--- config.mk ---
export PLATFORM = sky130hd
export DESIGN_NAME = speed_level_decoder
export DESIGN_NICKNAME = d
export VERILOG_FILES = /design/src/rtl/speed_level_decoder.sv
export SDC_FILE = /design/constraint.sdc
export NUM_CORES = 1
export LEC_CHECK = 0
export ABC_CLOCK_PERIOD_IN_PS = 5100
export CORE_AREA = 2 2 122 65
export CTS_CLUSTER_DIAMETER = 150
export DETAILED_ROUTE_END_ITERATION = 6
export DIE_AREA = 0 0 124 67
export GPL_ROUTABILITY_DRIVEN = 0
export PLACE_DENSITY = 0.46
export SKIP_CTS_REPAIR_TIMING = 1
export SLEW_MARGIN = 20
export SYNTH_ARGS = -nofsm -noshare
export SYNTH_HDL_FRONTEND = slang
export SYNTH_SLANG_ARGS = --single-unit
export TNS_END_PERCENT = 10
--- constraint.sdc ---
create_clock -name clk_in -period 5.1 [get_ports clk_in]
set_clock_uncertainty 0.05 [all_clocks]
set_input_delay 1.02 -clock clk_in [delete_from_list [all_inputs] [get_ports clk_in]]
set_output_delay 1.02 -clock clk_in [all_outputs]
set_load 0.005 [all_outputs]
--- src/rtl/speed_level_decoder.sv ---
// rtl/speed_level_decoder.sv - classifies the period of an asynchronous game clock into a difficulty level
//
// Purpose: measures the period of game_clk in clk_in cycles and decodes which
// of four power-of-two periods (2^(BASE_LOG2+n), n = 0..3) it matches within
// +/-TOL cycles. TOL must stay below 2^(BASE_LOG2-1) so that the acceptance
// windows of neighbouring levels cannot overlap.
//
// Ports:
//   clk_in       system clock, all logic on its rising edge
//   rst          synchronous active-high reset
//   game_clk     divided game clock, asynchronous to clk_in
//   level        decoded level 0..3, holds through errors
//   level_valid  high while level reflects the last accepted period
//   level_chg    one-cycle pulse when an accepted level is new or follows invalid
//   period_err   one-cycle pulse on an unclassifiable period or a timeout

module speed_level_decoder #(
    parameter int BASE_LOG2 = 27,
    parameter int TOL       = 8
) (
    input  logic       clk_in,
    input  logic       rst,
    input  logic       game_clk,
    output logic [1:0] level,
    output logic       level_valid,
    output logic       level_chg,
    output logic       period_err
);

    // Five extra bits leave headroom above the level-3 period plus tolerance,
    // so the timeout compare is reached long before the counter saturates.
    localparam int CW = BASE_LOG2 + 5;

    localparam logic [CW-1:0] TOL_W   = CW'(TOL);
    localparam logic [CW-1:0] TIMEOUT = CW'((64'd1 << (BASE_LOG2 + 3)) + 64'(TOL) + 64'd1);

    typedef enum logic [1:0] {
        WAIT_FIRST,
        MEASURE,
        LOCKED
    } state_t;

    state_t state;
    state_t state_n;

    logic          sync1;
    logic          sync2;
    logic          sync3;
    logic          edge_pulse;
    logic [CW-1:0] period_cnt;
    logic          timeout;
    logic [3:0]    match;
    logic          match_any;
    logic [1:0]    match_lvl;

    logic [1:0]    level_n;
    logic          valid_n;
    logic          chg_n;
    logic          err_n;

    function automatic logic [CW-1:0] nominal(input int n);
        return CW'(64'd1 << (BASE_LOG2 + n));
    endfunction

    // Two flops resolve metastability; the third only provides the delayed
    // copy for rising-edge detection.
    always_ff @(posedge clk_in) begin
        if (rst) begin
            sync1 <= 1'b0;
            sync2 <= 1'b0;
            sync3 <= 1'b0;
        end else begin
            sync1 <= game_clk;
            sync2 <= sync1;
            sync3 <= sync2;
        end
    end

    assign edge_pulse = sync2 & ~sync3;

    // On an edge cycle the counter holds the distance to the previous edge;
    // loading 1 (not 0) makes that value equal the period in cycles.
    always_ff @(posedge clk_in) begin
        if (rst) begin
            period_cnt <= '0;
        end else if (edge_pulse) begin
            period_cnt <= CW'(1);
        end else if (period_cnt != {CW{1'b1}}) begin
            period_cnt <= period_cnt + CW'(1);
        end
    end

    assign timeout = (period_cnt == TIMEOUT);

    always_comb begin
        for (int n = 0; n < 4; n++) begin
            match[n] = (period_cnt >= (nominal(n) - TOL_W)) &&
                       (period_cnt <= (nominal(n) + TOL_W));
        end
    end

    // Windows are disjoint, so at most one bit of match is set and a plain
    // encoder suffices.
    always_comb begin
        match_any = |match;
        match_lvl = 2'd0;
        if (match[1]) match_lvl = 2'd1;
        if (match[2]) match_lvl = 2'd2;
        if (match[3]) match_lvl = 2'd3;
    end

    always_ff @(posedge clk_in) begin
        if (rst) begin
            state       <= WAIT_FIRST;
            level       <= 2'd0;
            level_valid <= 1'b0;
            level_chg   <= 1'b0;
            period_err  <= 1'b0;
        end else begin
            state       <= state_n;
            level       <= level_n;
            level_valid <= valid_n;
            level_chg   <= chg_n;
            period_err  <= err_n;
        end
    end

    always_comb begin
        state_n = state;
        level_n = level;
        valid_n = level_valid;
        chg_n   = 1'b0;
        err_n   = 1'b0;

        case (state)
            WAIT_FIRST: begin
                // The first edge has no predecessor, so it only arms the count.
                if (edge_pulse) begin
                    state_n = MEASURE;
                end
            end

            MEASURE, LOCKED: begin
                // Edge is checked before timeout so a period that ends exactly
                // on the timeout count is still classified (and rejected).
                if (edge_pulse) begin
                    if (match_any) begin
                        level_n = match_lvl;
                        valid_n = 1'b1;
                        chg_n   = !level_valid || (match_lvl != level);
                        state_n = LOCKED;
                    end else begin
                        valid_n = 1'b0;
                        err_n   = 1'b1;
                        state_n = MEASURE;
                    end
                end else if (timeout) begin
                    valid_n = 1'b0;
                    err_n   = 1'b1;
                    state_n = WAIT_FIRST;
                end
            end

            default: begin
                state_n = WAIT_FIRST;
                valid_n = 1'b0;
            end
        endcase
    end

endmodule

# ---- Yosys cells after proc, flatten, opt, wreduce, memory -nomap -nowiden
# Index checks and enable logic that the tools add are counted.
dict set report op_classes {
  addsub 1
  magnitude_cmp 8
  eq_ne 7
  muxes 17
  bitwise_logic 6
  reduce_logical 16
}
# cell count
set op_table {}
lappend op_table {{$add 32x1->32 const B} 1}
lappend op_table {{$eq 32x31->1 const B} 1}
lappend op_table {{$ge 32x27->1 const B} 1}
lappend op_table {{$ge 32x28->1 const B} 1}
lappend op_table {{$ge 32x29->1 const B} 1}
lappend op_table {{$ge 32x30->1 const B} 1}
lappend op_table {{$le 32x28->1 const B} 1}
lappend op_table {{$le 32x29->1 const B} 1}
lappend op_table {{$le 32x30->1 const B} 1}
lappend op_table {{$le 32x31->1 const B} 1}
lappend op_table {{$ne 32x32->1 const B} 1}
lappend op_table {{$mux 2} 6}
lappend op_table {{$mux 1} 9}
lappend op_table {{$reduce_or 4->1} 2}
lappend op_table {{$reduce_or 2->1} 3}
lappend op_table {{$not 1->1} 5}
lappend op_table {{$logic_and 1x1->1} 4}
lappend op_table {{$pmux 2 s2} 1}
lappend op_table {{$reduce_and 2->1} 2}
lappend op_table {{$ne 3x3->1 const B} 1}
lappend op_table {{$reduce_and 3->1} 1}
lappend op_table {{$eq 2x1->1 const B} 1}
lappend op_table {{$eq 2x2->1 const B} 1}
lappend op_table {{$logic_not 2->1} 1}
lappend op_table {{7 further kinds} 7}
dict set report word_totals {
  ff_bits 42
  input_bits 3
  out_inout_bits 5
}

# ---- Depth between registers and ports, before layout
# Gate-level depths: netlist (run 1).
dict set report depth {
  word_depth 7
  depth_mapped 8
  mapped_depth_nobuf 7
}

# ---- Worst setup path after synthesis (run 1)
# OpenSTA, ideal clock, no wires.
dict set report synth_path {
  path_type {reg2reg}
  startpoint {register period_cnt[30]}
  endpoint {register level[0]}
  setup_ns 0.116
  arrival_ns 1.786
  t_required_ns 4.934
  setup_slack_ns 3.149
  stages_incl_launch_ff 8
  path_buffers 1
  period_less_slack_ns 1.951
  path_cell_list {dfxtp_1 buf_6 or4b_1 a21oi_1 nor4b_4 a41oi_2 a31o_1 a31o_1}
}
dict set report synth_via {
  elab_chain_len 5
  elab_cells_between_ends 17
}
# element line
set synth_lines {}
lappend synth_lines {{start: declaration} 50} ;# logic [CW-1:0] period_cnt;
lappend synth_lines {{start signal: assignment} 89} ;# period_cnt <= period_cnt + CW'(1);
lappend synth_lines {{$ge 32x28->1 or $le 32x29->1 (tied branches)} {97, 98}}
lappend synth_lines {{$logic_and 1x1->1} 97} ;# match[n] = (period_cnt >= (nominal(n) - TOL_W)) &&
lappend synth_lines {{$mux 1} 107} ;# if (match[1]) match_lvl = 2'd1;
lappend synth_lines {{$mux 2} 108} ;# if (match[2]) match_lvl = 2'd2;
lappend synth_lines {{$mux 2} 109} ;# if (match[3]) match_lvl = 2'd3;
lappend synth_lines {{end signal: assignment} 121} ;# level <= level_n;
lappend synth_lines {{end: declaration} 24} ;# output logic [1:0] level,
# Several ways; a longest one is shown, not always the timed one.
# A chain may end at the register's enable or synchronous reset.

# ---- Worst setup path after layout (run 1)
dict set report layout_path {
  startpoint {input rst}
  endpoint {register period_cnt[24]}
}
dict set report layout_via {
  elab_chain_len 1
}
# element line
set layout_lines {}
lappend layout_lines {{start: declaration} 22} ;# input logic rst,
lappend layout_lines {{$reduce_or 2->1 (no source line)} -}
# Every way passes these cells.

==> results.py, run 1 <==
metrics = {
    "status": {
        "status": "finished, final reports clean",
    },
    "routing": {
        "vias": 2111,
        "firstDrtPassIters": 4,
        "routed_via_density": 5.44,
        "drtIter0Drc": 166,
        "drc": 0,
        "wl_per_cell_um": 16.0,
        "routed_wl_um": 6210,
        "ant_nets": 0,
    },
    "logic_synthesis": {
        "synth_flop_cell": "dfxtp_1",
        "synth_area_leaders": "dfxtp_1 34%, xnor2_1 6.8%, nor2_1 5.7%",
        "seq_area_frac_synth_pct": 34.4,
        "synth_cell_types": 54,
        "async_flop_share_pct": 0,
        "synth_edf_count": 0,
        "yosysMostFrequentCell": "dfxtp_1",
        "synth_warnings": 0,
        "netlist_instances": 289,
        "netlist_area_um2": 2450,
        "syn_nets": 297,
        "synth_area_per_cell_um2": 8.46,
        "synthTopCellsByCount": "42 x dfxtp_1, 37 x nor2_1, 20 x nor3_1",
        "synth_top_area_share_pct": 34.4,
        "yosysTopAreaCell": "dfxtp_1",
        "ys_seq_elements": 42,
    },
    "critical_path": {
        "reg2reg_from": "period_cnt[3]",
        "slowest_delay_ns": 0.74,
        "cp_data_arrival_time_ns": 2.73,
        "slowest_stage": "clkdlybuf4s50_1",
        "end_kind": "register",
        "r2r_setup_slack_ns": 2.71,
        "cp_num_cells": 5,
        "path_max_fanout": 31,
        "r2r_cells": 6,
        "path_cells": "clkdlybuf4s50_1 -> inv_1 -> nand2_2 -> o21bai_1 -> a31oi_1",
        "setup.worst_path.class": "in2reg",
        "critPathRequiredTime_ns": 5.21,
        "crit_path_start_kind": "input pin",
        "crit_buf_inv": 2,
        "rr_endpoint": "level[0]",
        "cp_top_family": "buffers and inverters",
    },
    "timing": {
        "fin_tns_setup_ns": 0,
        "max_freq_mhz": 382,
        "slew_viol_final": 0,
        "rsz0062_at_grt": "false",
        "slew_headroom_pct": 39.1,
        "period_share_pct": 51.3,
        "finalHoldWorstSlack_ns": 0.395,
        "final-hold-violation-count": 0,
        "finalSetupViolations": 0,
        "finalCriticalPeriod_ns": 2.62,
        "tightest_slew_ns": 0.909,
    },
    "clocking": {
        "clk_latency_ns": 0.29,
        "cts_tree": "built",
        "clock_path_buffers": 2,
        "root_buffer": "clkbuf_16",
        "clkTransAtPathRegs_ns": 0.06,
        "cts_sinks": 42,
        "h-tree-depth": 2,
        "cts_made_buffers": 5,
    },
    "layout": {
        "nets": 299,
        "area_delta_synth_final_pct": 12.2,
        "diodes": 0,
        "layout-drive-gt1-share_pct": 9.93,
        "final_cells": 388,
    },
    "job": {
        "maxCapViolCount": 0,
    },
    "floorplanning": {
        "die_h_um": 67,
        "ios": 8,
        "die-width_um": 124,
        "rows": 22,
        "core_area_um2": 7160,
        "dieArea_um2": 8310,
        "start_util_pct": 34.2,
    },
    "grt": {
        "grt_usage_pct": 16.4,
        "antenna_found_initial": 0,
        "grt_pass1_vias": 1806,
        "grt_first_pass_wirelength_um": 10200,
        "overflow": 0,
        "grt_start_max_net_pins": 32,
    },
    "pwr": {
        "p_seq_share_pct": 47.0,
        "comb_power_share_pct": 3.2,
        "p_int_uw": 561,
        "leakage_nw": 0.846,
        "p_sw_share_pct": 21.3,
        "peakVddDrop_mv": 0.108,
        "clockPowerShare_pct": 49.8,
        "p_per_area_nw_per_um2": 260,
        "p_sw_uw": 152,
    },
    "placement": {
        "portBuffers": 7,
        "placed_cells": 380,
        "dp_hpwl_um": 4620,
    },
    "hold_path": {
        "holdCritStartpoint": "sync1",
        "hold_depth": 1,
        "hold_path_class": "reg2reg",
        "min_to": "sync2",
    },
}
==> logic make-up after synthesis <==
kind of cell | Yosys count | share of synthesized area (%)
mux | 1 | 0.409
flops | 42 | 34.4
fa+ha+maj | 5 | 2.56
xor+xnor | 26 | 9.31
compound gates | 36 | 10.9
buf+inv | 23 | 4.19
simple gates | 156 | 38.3
==> flip-flops by register name, summed over array words and instances (netlist names) <==
signal / cells
period_cnt: 32
level: 2
state: 2
level_chg: 1
level_valid: 1
period_err: 1
sync1: 1
sync2: 1
sync3: 1
==> cell type report <==
class                   count  area [µm²]
well taps                  96         120
multi-input cells         224        1510
inverters                  11        41.3
fillers                   737        4410
clock buffers               8         166
flip-flops and latches     42         841
repair buffers              7        70.1
==> worst reg2reg max path, cell delays in order (launching register included) <==
cell and delay (ns):
dfxtp_1 0.54, and4_1 0.28, nand4_1 0.23, nor4_4 0.34
a32oi_1 0.29, a31o_1 0.33, a31o_1 0.23
==> metrics by stage <==
step | power [mW] | instance area, µm² | util (%) | setup slack (ns)
after floorplan | 0.358 | 2450 | - | 3.15
after global placement | 0.365 | 2570 | 36.0 | 1.82
after detailed placement | 0.365 | 2580 | 36.0 | 2.15
after CTS | 0.724 | 2740 | 38.3 | 2.47
after global routing | 0.737 | 2740 | 38.3 | 2.35
final | 0.712 | 2740 | 38.3 | 2.48
==> per-layer routing <==
| metal | GRT usage, % | part of all wire (%) | vias up |
|---|---|---|---|
| li1 | - | - | 1058 |
| met1 | 28.6 | 63 | 1006 |
| met2 | 17.8 | 32 | 40 |
| met3 | 4.62 | 3.9 | 7 |
| met4 | 2.95 | 0.77 | 0 |
| met5 | 0 | 0 | - |
==> cell usage in the layout (no fill, tap or decap), types with 3 or more instances in the layout <==
cell type,n
a21oi_1,8
clkdlybuf4s50_1,7
nand4_1,12
nand2_1,18
and4_1,5
clkbuf_8,3
nor4_1,7
o21ai_0,4
and3_1,5
clkbuf_16,5
inv_1,11
nor4_2,5
a31oi_1,4
nor2b_1,6
nor3_2,3
dfxtp_1,42
xor2_1,7
nor3_1,20
or3_1,4
nor2_1,37
xnor2_1,19
nand3_1,14
ha_1,5
==> power by group through the flow <==
stage | clock [mW] | sequential (mW) | combinational [mW]
3_5_place_dp | 0 | 0.342 | 0.0230
6_report | 0.354 | 0.335 | 0.0228
3_3_place_gp | 0 | 0.342 | 0.0229
2_1_floorplan | 0 | 0.341 | 0.0165
5_1_grt | 0.375 | 0.336 | 0.0261
4_1_cts | 0.366 | 0.335 | 0.0231
==> worst max path at each step <==
stage | start | end
global route | rst | period_cnt[24]
detailed placement | rst | period_cnt[24]
CTS | rst | period_cnt[24]
floorplan | period_cnt[30] | level[0]
global placement | rst | period_cnt[24]
finish | rst | period_cnt[24]
Power figures use the tool's default switching activity.
==> inputs of run 2 (changes only) <==
--- a/config.mk
+++ b/config.mk
@@ -5,13 +5,13 @@
 export SDC_FILE = /design/constraint.sdc
 export NUM_CORES = 1
 export LEC_CHECK = 0
-export ABC_CLOCK_PERIOD_IN_PS = 5100
+export ABC_CLOCK_PERIOD_IN_PS = 2100
 export CORE_AREA = 2 2 122 65
 export CTS_CLUSTER_DIAMETER = 150
 export DETAILED_ROUTE_END_ITERATION = 6
 export DIE_AREA = 0 0 124 67
 export GPL_ROUTABILITY_DRIVEN = 0
-export PLACE_DENSITY = 0.46
+export PLACE_DENSITY = 0.48
 export SKIP_CTS_REPAIR_TIMING = 1
 export SLEW_MARGIN = 20
 export SYNTH_ARGS = -nofsm -noshare
==> constraint.sdc (replaced) <==
create_clock -name clk_in -period 2.1 [get_ports clk_in]
set_clock_uncertainty 0.05 [all_clocks]
set_input_delay 0.42 -clock clk_in [delete_from_list [all_inputs] [get_ports clk_in]]
set_output_delay 0.42 -clock clk_in [all_outputs]
set_load 0.005 [all_outputs]
==> run 2 against run 1 <==
Compared with the run above: setup slack got worse by 2.4 ns; worst hold slack improved by 0.014 ns; total power up 130%; combinational power rose to 3.3 times the previous value; die area stayed put; design area up 21%; final cell count increased by 14%; critical endpoint is now level_chg; largest power group is now sequential cells.
==> results.py, run 2 (same netlist as run 1, synthesis figures left out) <==
metrics = {
    "grt": {
        "grt_start_max_net_pins": 13,
        "overflow": 0,
        "grt_pass1_vias": 2045,
        "grt_usage_pct": 18.2,
        "grt_first_pass_wirelength_um": 11300,
        "antenna_found_initial": 0,
    },
    "job": {
        "maxCapViolCount": 0,
    },
    "clocking": {
        "clk_latency_ns": 0.29,
        "clkTransAtPathRegs_ns": 0.06,
        "root_buffer": "clkbuf_16",
        "clock_path_buffers": 2,
        "h-tree-depth": 2,
        "cts_tree": "built",
        "cts_made_buffers": 5,
        "cts_sinks": 42,
    },
    "timing": {
        "tightest_slew_ns": 0.558,
        "final-hold-violation-count": 0,
        "finalCriticalPeriod_ns": 2.05,
        "slew_headroom_pct": 62.5,
        "finalSetupViolations": 0,
        "slew_viol_final": 0,
        "period_share_pct": 97.7,
        "rsz0062_at_grt": "true",
        "max_freq_mhz": 487,
    },
    "hold_path": {
        "hold_path_class": "reg2reg",
        "hold_depth": 1,
    },
    "floorplanning": {
        "ios": 8,
        "die_h_um": 67,
        "rows": 22,
        "dieArea_um2": 8310,
        "die-width_um": 124,
        "start_util_pct": 34.2,
        "core_area_um2": 7160,
    },
    "routing": {
        "wl_per_cell_um": 15.9,
        "ant_nets": 0,
        "vias": 2328,
        "routed_wl_um": 7040,
        "drc": 0,
        "routed_via_density": 5.27,
        "drtIter0Drc": 152,
        "firstDrtPassIters": 4,
    },
    "placement": {
        "dp_hpwl_um": 5260,
        "post_dp_cell_area_um2": 2940,
        "portBuffers": 7,
    },
    "layout": {
        "layout-drive-gt1-share_pct": 32.9,
        "nets": 353,
        "mostFrequentLayoutCells": "52 x buf_4, 37 x nor2_1, 24 x dfxtp_1",
        "layout_commonest_cell": "buf_4",
        "top_regs": "period_cnt: 32 flops, level: 2 flops, state: 2 flops",
        "finalInstanceArea_um2": 3310,
        "fill_cells": 710,
        "largest_reg_flops": 32,
        "top_register": "period_cnt",
        "diodes": 0,
        "area_delta_synth_final_pct": 35.5,
    },
    "critical_path": {
        "setup.worst_path.class": "reg2reg",
        "end_kind": "register",
        "cp_data_arrival_time_ns": 2.20,
        "r2r_cells": 6,
        "path_max_fanout": 6,
        "crit_path_start_kind": "register",
        "critPathRequiredTime_ns": 2.25,
    },
    "pwr": {
        "power.total_mw": 1.67,
        "leakage_nw": 1.17,
        "p_per_area_nw_per_um2": 504,
        "peakVddDrop_mv": 0.347,
    },
    "status": {
        "status": "finished, final reports clean",
    },
}
## run 2: cell types whose count changed in the layout (fill, tap and decap cells not counted), sizes merged
cell    previous run  this run
buf                0        54
clkinv             0         1
clkbuf             8         7
## run 2: layout make-up
class / count / area [µm²] / share of cell area, %
multi-input combinational: 224 / 1640 / 49.5
inverter: 11 / 41.3 / 1.25
clock inverter: 1 / 5.00 / 0.151
timing repair buffer: 61 / 492 / 14.8
tap: 96 / 120 / 3.62
sequential: 42 / 873 / 26.3
clock buffer: 7 / 143 / 4.30
## run 2: power breakdown
group | internal, mW | switching, mW | total (mW)
registers | 0.800 | 0.00643 | 0.806
clock network | 0.472 | 0.316 | 0.788
logic | 0.0296 | 0.0451 | 0.0747
## run 2: through the flow
step	TNS, ns	hold slack, ns	util, %	instances	setup WS, ns
after floorplan	0	0.364	-	289	0.149
after global routing	-0.177	0.416	46.3	442	-0.0877
after CTS	-0.253	0.413	43.1	435	-0.125
final	0	0.408	46.3	442	0.0478
after detailed placement	-0.181	0.404	41.1	427	-0.0980
after global placement	-0.338	0.392	41.1	427	-0.158
## run 2: layer usage
layer / up-vias / track usage (%) / share of wire (%)
met5: - / 0 / 0
met1: 1087 / 30.8 / 58
met3: 4 / 5.48 / 7.3
li1: 1168 / - / -
met2: 69 / 20.3 / 34
met4: 0 / 3.79 / 0.57
## run 2: critical path: stages, from the launching register on
cell and delay, ns:
dfxtp_4 0.40, or4b_4 0.47, a21oi_1 0.15, nor4b_4 0.28
a41oi_2 0.11, and4_4 0.26, nor4_4 0.25
## run 2: final timing paths
| kind | startpoint | to | slack (ns) |
|---|---|---|---|
| setup reg to reg | period_cnt[30] | level_chg | 0.05 |
| hold reg to reg | sync1 | sync2 | 0.41 |
| hold / removal | sync1 | sync2 | 0.41 |
| setup / recovery | period_cnt[30] | level_chg | 0.05 |
==> inputs of run 3 (changes only) <==
--- a/config.mk
+++ b/config.mk
@@ -6,12 +6,12 @@
 export NUM_CORES = 1
 export LEC_CHECK = 0
 export ABC_CLOCK_PERIOD_IN_PS = 2100
+export CAP_MARGIN = 15
 export CORE_AREA = 2 2 122 65
 export CTS_CLUSTER_DIAMETER = 150
 export DETAILED_ROUTE_END_ITERATION = 6
 export DIE_AREA = 0 0 124 67
 export GPL_ROUTABILITY_DRIVEN = 0
-export PLACE_DENSITY = 0.48
 export SKIP_CTS_REPAIR_TIMING = 1
 export SLEW_MARGIN = 20
 export SYNTH_ARGS = -nofsm -noshare
==> run 3 against run 2 <==
Compared with the run above: largest cell class unchanged; global-route usage is 1.1 points lower; maximum frequency fell by 5.3%; flip-flop and latch count did not move; critical endpoint unchanged; critical path type unchanged; highest routed layer unchanged; the run now ends with negative setup slack left.
==> results.py, run 3 (same netlist as run 1, synthesis figures left out) <==
metrics = {
    "layout": {
        "seq_area_um2": 863,
        "mostFrequentLayoutCells": "40 x buf_4, 37 x nor2_1, 30 x dfxtp_1",
        "top_regs": "period_cnt: 32 flops, level: 2 flops, state: 2 flops",
        "multiInputGateArea_um2": 1620,
        "largest_reg_flops": 32,
        "post-route-util_pct": 44.5,
        "area_delta_synth_final_pct": 30.3,
        "layout_commonest_cell": "buf_4",
        "top_register": "period_cnt",
        "layout-drive-gt1-share_pct": 27.6,
        "fill_cells": 719,
        "nets": 340,
        "diodes": 0,
        "final_cells": 429,
    },
    "routing": {
        "routed_via_density": 5.41,
        "drc": 0,
        "vias": 2320,
        "firstDrtPassIters": 4,
        "drtIter0Drc": 162,
        "routed_wl_um": 6840,
        "ant_nets": 0,
        "wl_per_cell_um": 15.9,
    },
    "grt": {
        "overflow": 0,
        "grt_start_max_net_pins": 20,
        "antenna_found_initial": 0,
        "grt_first_pass_wirelength_um": 10500,
        "grt_pass1_vias": 2018,
        "grt_usage_pct": 17.1,
    },
    "timing": {
        "final-hold-violation-count": 0,
        "fin_ws_ns": -0.0678,
        "max_freq_mhz": 461,
        "rsz0062_at_grt": "true",
        "tightest_slew_ns": 0.631,
        "slew_viol_final": 0,
        "slew_headroom_pct": 57.6,
        "finalSetupViolations": 2,
        "finalCriticalPeriod_ns": 2.17,
        "period_share_pct": 103,
    },
    "hold_path": {
        "holdCritStartpoint": "sync1",
        "hold_path_class": "reg2reg",
        "min_to": "sync2",
        "hold_depth": 1,
    },
    "critical_path": {
        "slowest_stage": "or4b_1",
        "critPathRequiredTime_ns": 2.24,
        "slowest_delay_ns": 0.50,
        "cp_data_arrival_time_ns": 2.31,
        "setup.worst_path.class": "reg2reg",
        "path_cells": "or4b_1 -> a21oi_2 -> nor4b_4 -> a221o_1 -> o2111ai_1 -> nor4_1",
        "rr_endpoint": "level_chg",
        "r2r_cells": 6,
        "reg2reg_from": "period_cnt[30]",
        "crit_path_start_kind": "register",
        "r2r_setup_slack_ns": -0.07,
        "end_kind": "register",
        "crit_buf_inv": 0,
        "cp_top_family": "simple AND/OR/NAND/NOR gates",
        "path_max_fanout": 6,
    },
    "clocking": {
        "cts_made_buffers": 5,
        "cts_tree": "built",
        "clock_path_buffers": 2,
        "cts_sinks": 42,
        "clkTransAtPathRegs_ns": 0.06,
        "clk_latency_ns": 0.29,
        "root_buffer": "clkbuf_16",
        "h-tree-depth": 2,
    },
    "job": {
        "maxCapViolCount": 0,
    },
    "floorplanning": {
        "start_util_pct": 34.2,
        "ios": 8,
        "dieArea_um2": 8310,
        "die-width_um": 124,
        "core_area_um2": 7160,
        "rows": 22,
        "die_h_um": 67,
    },
    "placement": {
        "placed_cells": 417,
        "dp_hpwl_um": 4970,
        "portBuffers": 7,
    },
    "status": {
        "status": "complete, but fails checks",
        "failed_checks": "negative setup slack",
    },
    "pwr": {
        "p_per_area_nw_per_um2": 528,
        "peakVddDrop_mv": 0.285,
        "leakage_nw": 1.12,
    },
}
[run 3: cell count changes in the layout (fill, tap and decap cells not counted), moves of 2 or more]
cell,before,now
buf_4,52,40
dfxtp_1,24,30
dfxtp_2,14,9
nor3_2,8,4
nor3_1,15,18
and3_1,3,5
and3_4,2,0
nor4_2,3,1
[run 3: metrics by stage]
stage / hold WS, ns / worst slack (ns) / setup TNS, ns / cell area [µm²] / power, mW
3_3_place_gp: 0.383 / -0.0875 / -0.235 / 2870 / 0.898
2_1_floorplan: 0.364 / 0.149 / 0 / 2450 / 0.869
4_1_cts: 0.404 / -0.149 / -0.325 / 3020 / 1.70
3_5_place_dp: 0.388 / -0.0811 / -0.152 / 2870 / 0.900
6_report: 0.400 / -0.0678 / -0.130 / 3190 / 1.68
5_1_grt: 0.414 / -0.171 / -0.579 / 3190 / 1.74
[run 3: final cells by class]
cell class | instances | share of cell area, %
multi-input cells | 224 | 50.9
clock buffers | 6 | 4.36
flip-flops and latches | 42 | 27.1
repair buffers | 48 | 12.2
inverters | 11 | 1.30
clock inverters | 2 | 0.392
well taps | 96 | 3.77
[run 3: how the worst max path moves through the flow]
stage / startpoint / to / slack (ns) / cells after the start
finish: period_cnt[30] / level_chg / -0.07 / 6
floorplan: period_cnt[30] / level[0] / 0.15 / 7
CTS: period_cnt[30] / level[0] / -0.15 / 6
global route: period_cnt[20] / level[0] / -0.17 / 6
global placement: period_cnt[8] / level[0] / -0.09 / 7
detailed placement: period_cnt[8] / level_chg / -0.08 / 6
[run 3: report_power, final]
part	leakage [nW]	internal, mW	total (mW)	switching, mW
logic	0.700	0.0291	0.0760	0.0469
clock network	0.0729	0.471	0.801	0.330
registers	0.346	0.801	0.805	0.00410
total	1.12	1.30	1.68	0.381
[run 3: metal layers]
layer	wire (µm)	global-route usage [%]
met4	30	3.79
met2	2620	21.5
met5	0	0
met1	3760	26.4
met3	435	6.08
==> variant: new RTL, settings of run 3 <==
Set the parameter `BASE_LOG2` to 26 (it was 27).
--- a/src/rtl/speed_level_decoder.sv
+++ b/src/rtl/speed_level_decoder.sv
@@ -16,5 +16,5 @@
 
 module speed_level_decoder #(
-    parameter int BASE_LOG2 = 27,
+    parameter int BASE_LOG2 = 26,
     parameter int TOL       = 8
 ) (
Function: same outputs for any inputs over 10 cycles, from zero or initial values and one cycle with rst high; that may be too few to reach the edited logic, so the function may still have changed.
==> variant against run 3 <==
- the flow still finishes with violations (negative setup slack)
- cell area decreased by 2.6%
- sequential power fell by 2%
- sequential cell count shrank 1
- area after synthesis decreased by 7.5%
- routed wire length down 5.0%
- worst setup slack lost 0.19 ns
- first-iteration DRC count increased by 32%
- sequential share of layout area down 0.54 points
- total power fell by 3.5%
- fmax fell by 8.2%
- clock power is 6.1% lower
- via count is 3.8% lower
==> variant: results (changes against run 3) <==
Reg clk slew, reported paths=0.06 ns (about the same); crit path to=level_valid$_SDFFE_PP0P_ (was level_chg$_SDFF_PP0_); combinational power=81.4 uW (was 76.0 uW); Detail Placement HPWL=4930 um (was 4965 um); mean number of vias per cell=5.063 (was 5.408); synth top area cells=dfxtp_1 (36%), nor2_1 (7.3%), xnor2_1 (6.2%) (was dfxtp_1 (34%), xnor2_1 (6.8%), nor2_1 (5.7%)); sw frac=22.59% (was 22.65%); largest net degree at the start of global routing=31 (was 20); Iteration-0 DRC Markers=214 (was 162); Max FO, Critical Path=3 (was 6); CP arrival=2.53 ns (was 2.31 ns); internal reg-to-reg setup slack=-0.26 ns (was -0.07 ns); Nets=352 (was 340); Leakage=1.137 nW (was 1.119 nW); mux contribution to synthesized area=0.4425% (was 0.4092%); final setup margin=-0.2607 ns (was -0.06779 ns); Post-DP Area=0.002877 mm2 (was 0.002865 mm2); first-pass GRT wire length=10490 um (was 10530 um); post-synth cell types=45 (was 54); outcome=complete, but fails checks (unchanged); Peak supply drop=0.2568 mV (was 0.2851 mV); CP max stage cell=or4_4 (was or4b_1); crit-path max cell delay=0.54 ns (was 0.50 ns); post-synthesis adder-cell area fraction=2.765% (was 2.558%); failing checks=negative setup slack (unchanged); Synth top cells by count=nor2_1 (44), dfxtp_1 (41), nand2_1 (19) (was dfxtp_1 (42), nor2_1 (37), nor3_1 (20)); share of power burned in registers=48.7% (was 47.9%); Least-Margin Pin Slew=0.4800 ns (was 0.6305 ns); met1 Usage GRT=28.44% (was 26.42%); WL/cell=14.73 um (was 15.94 um); xor/xnor share of the synthesized area=10.84% (was 9.309%); async set-reset flop share out of synthesis=0% (unchanged); compound-gate portion of the synthesized area=9.458% (was 10.90%); sequential area share after synthesis=36.28% (was 34.37%); GR Layer Usage met2=18.96% (was 21.50%); # setup viols final=16 (was 2); M3 GR Usage=7.021% (was 6.079%); largest registers=period_cnt (31), level (2), state (2) (was period_cnt (32), level (2), state (2)); I/O Buffers=7 (unchanged); FF-to-FF Start=period_cnt[6]$_SDFFE_PP0P_ (was period_cnt[30]$_SDFFE_PP0P_); fillers=705 (was 719); depth of the worst register-to-register path=7 (was 6); Skew-Pair Late Insertion Delay=0.29 ns (about the same); vias in the first global route=1992 (was 2018); Max Root-Sink Buffers=2 (unchanged); layout cells sized above 1=26.96% (was 27.63%); syn_nets=286 (was 297); GRT Util Overall=17.19% (was 17.06%)
## variant: cell type report
class | count | area [um2] | area share, %
Tap cell | 96 | 120.1 | 3.866
Timing Repair Buffer | 74 | 576.8 | 18.57
Inverter | 8 | 30.03 | 0.9666
Clock inverter | 2 | 10.01 | 0.3222
Sequential cell | 41 | 824.5 | 26.54
Multi-Input combinational cell | 214 | 1416 | 45.59
Clock buffer | 6 | 128.9 | 4.148
## variant: stage by stage
stage	total power, mW	setup TNS [ns]	std cells	utilization, %	hold WS, ns
after floorplan	0.8528	-0.3370	278	-	0.3638
after global placement	0.8860	-2.057	430	40.19	0.3672
after detailed placement	0.8867	-2.110	430	40.19	0.3978
after CTS	1.639	-2.521	438	42.13	0.4114
after global routing	1.685	-5.407	441	43.41	0.4130
final	1.623	-1.460	441	43.41	0.4025
## variant: routing by layer
layer | vias to the layer above | share of wire (%)
met5 | - | 0
met2 | 59 | 34
met3 | 5 | 8.6
li1 | 1121 | -
met1 | 1048 | 56
met4 | 0 | 0.71
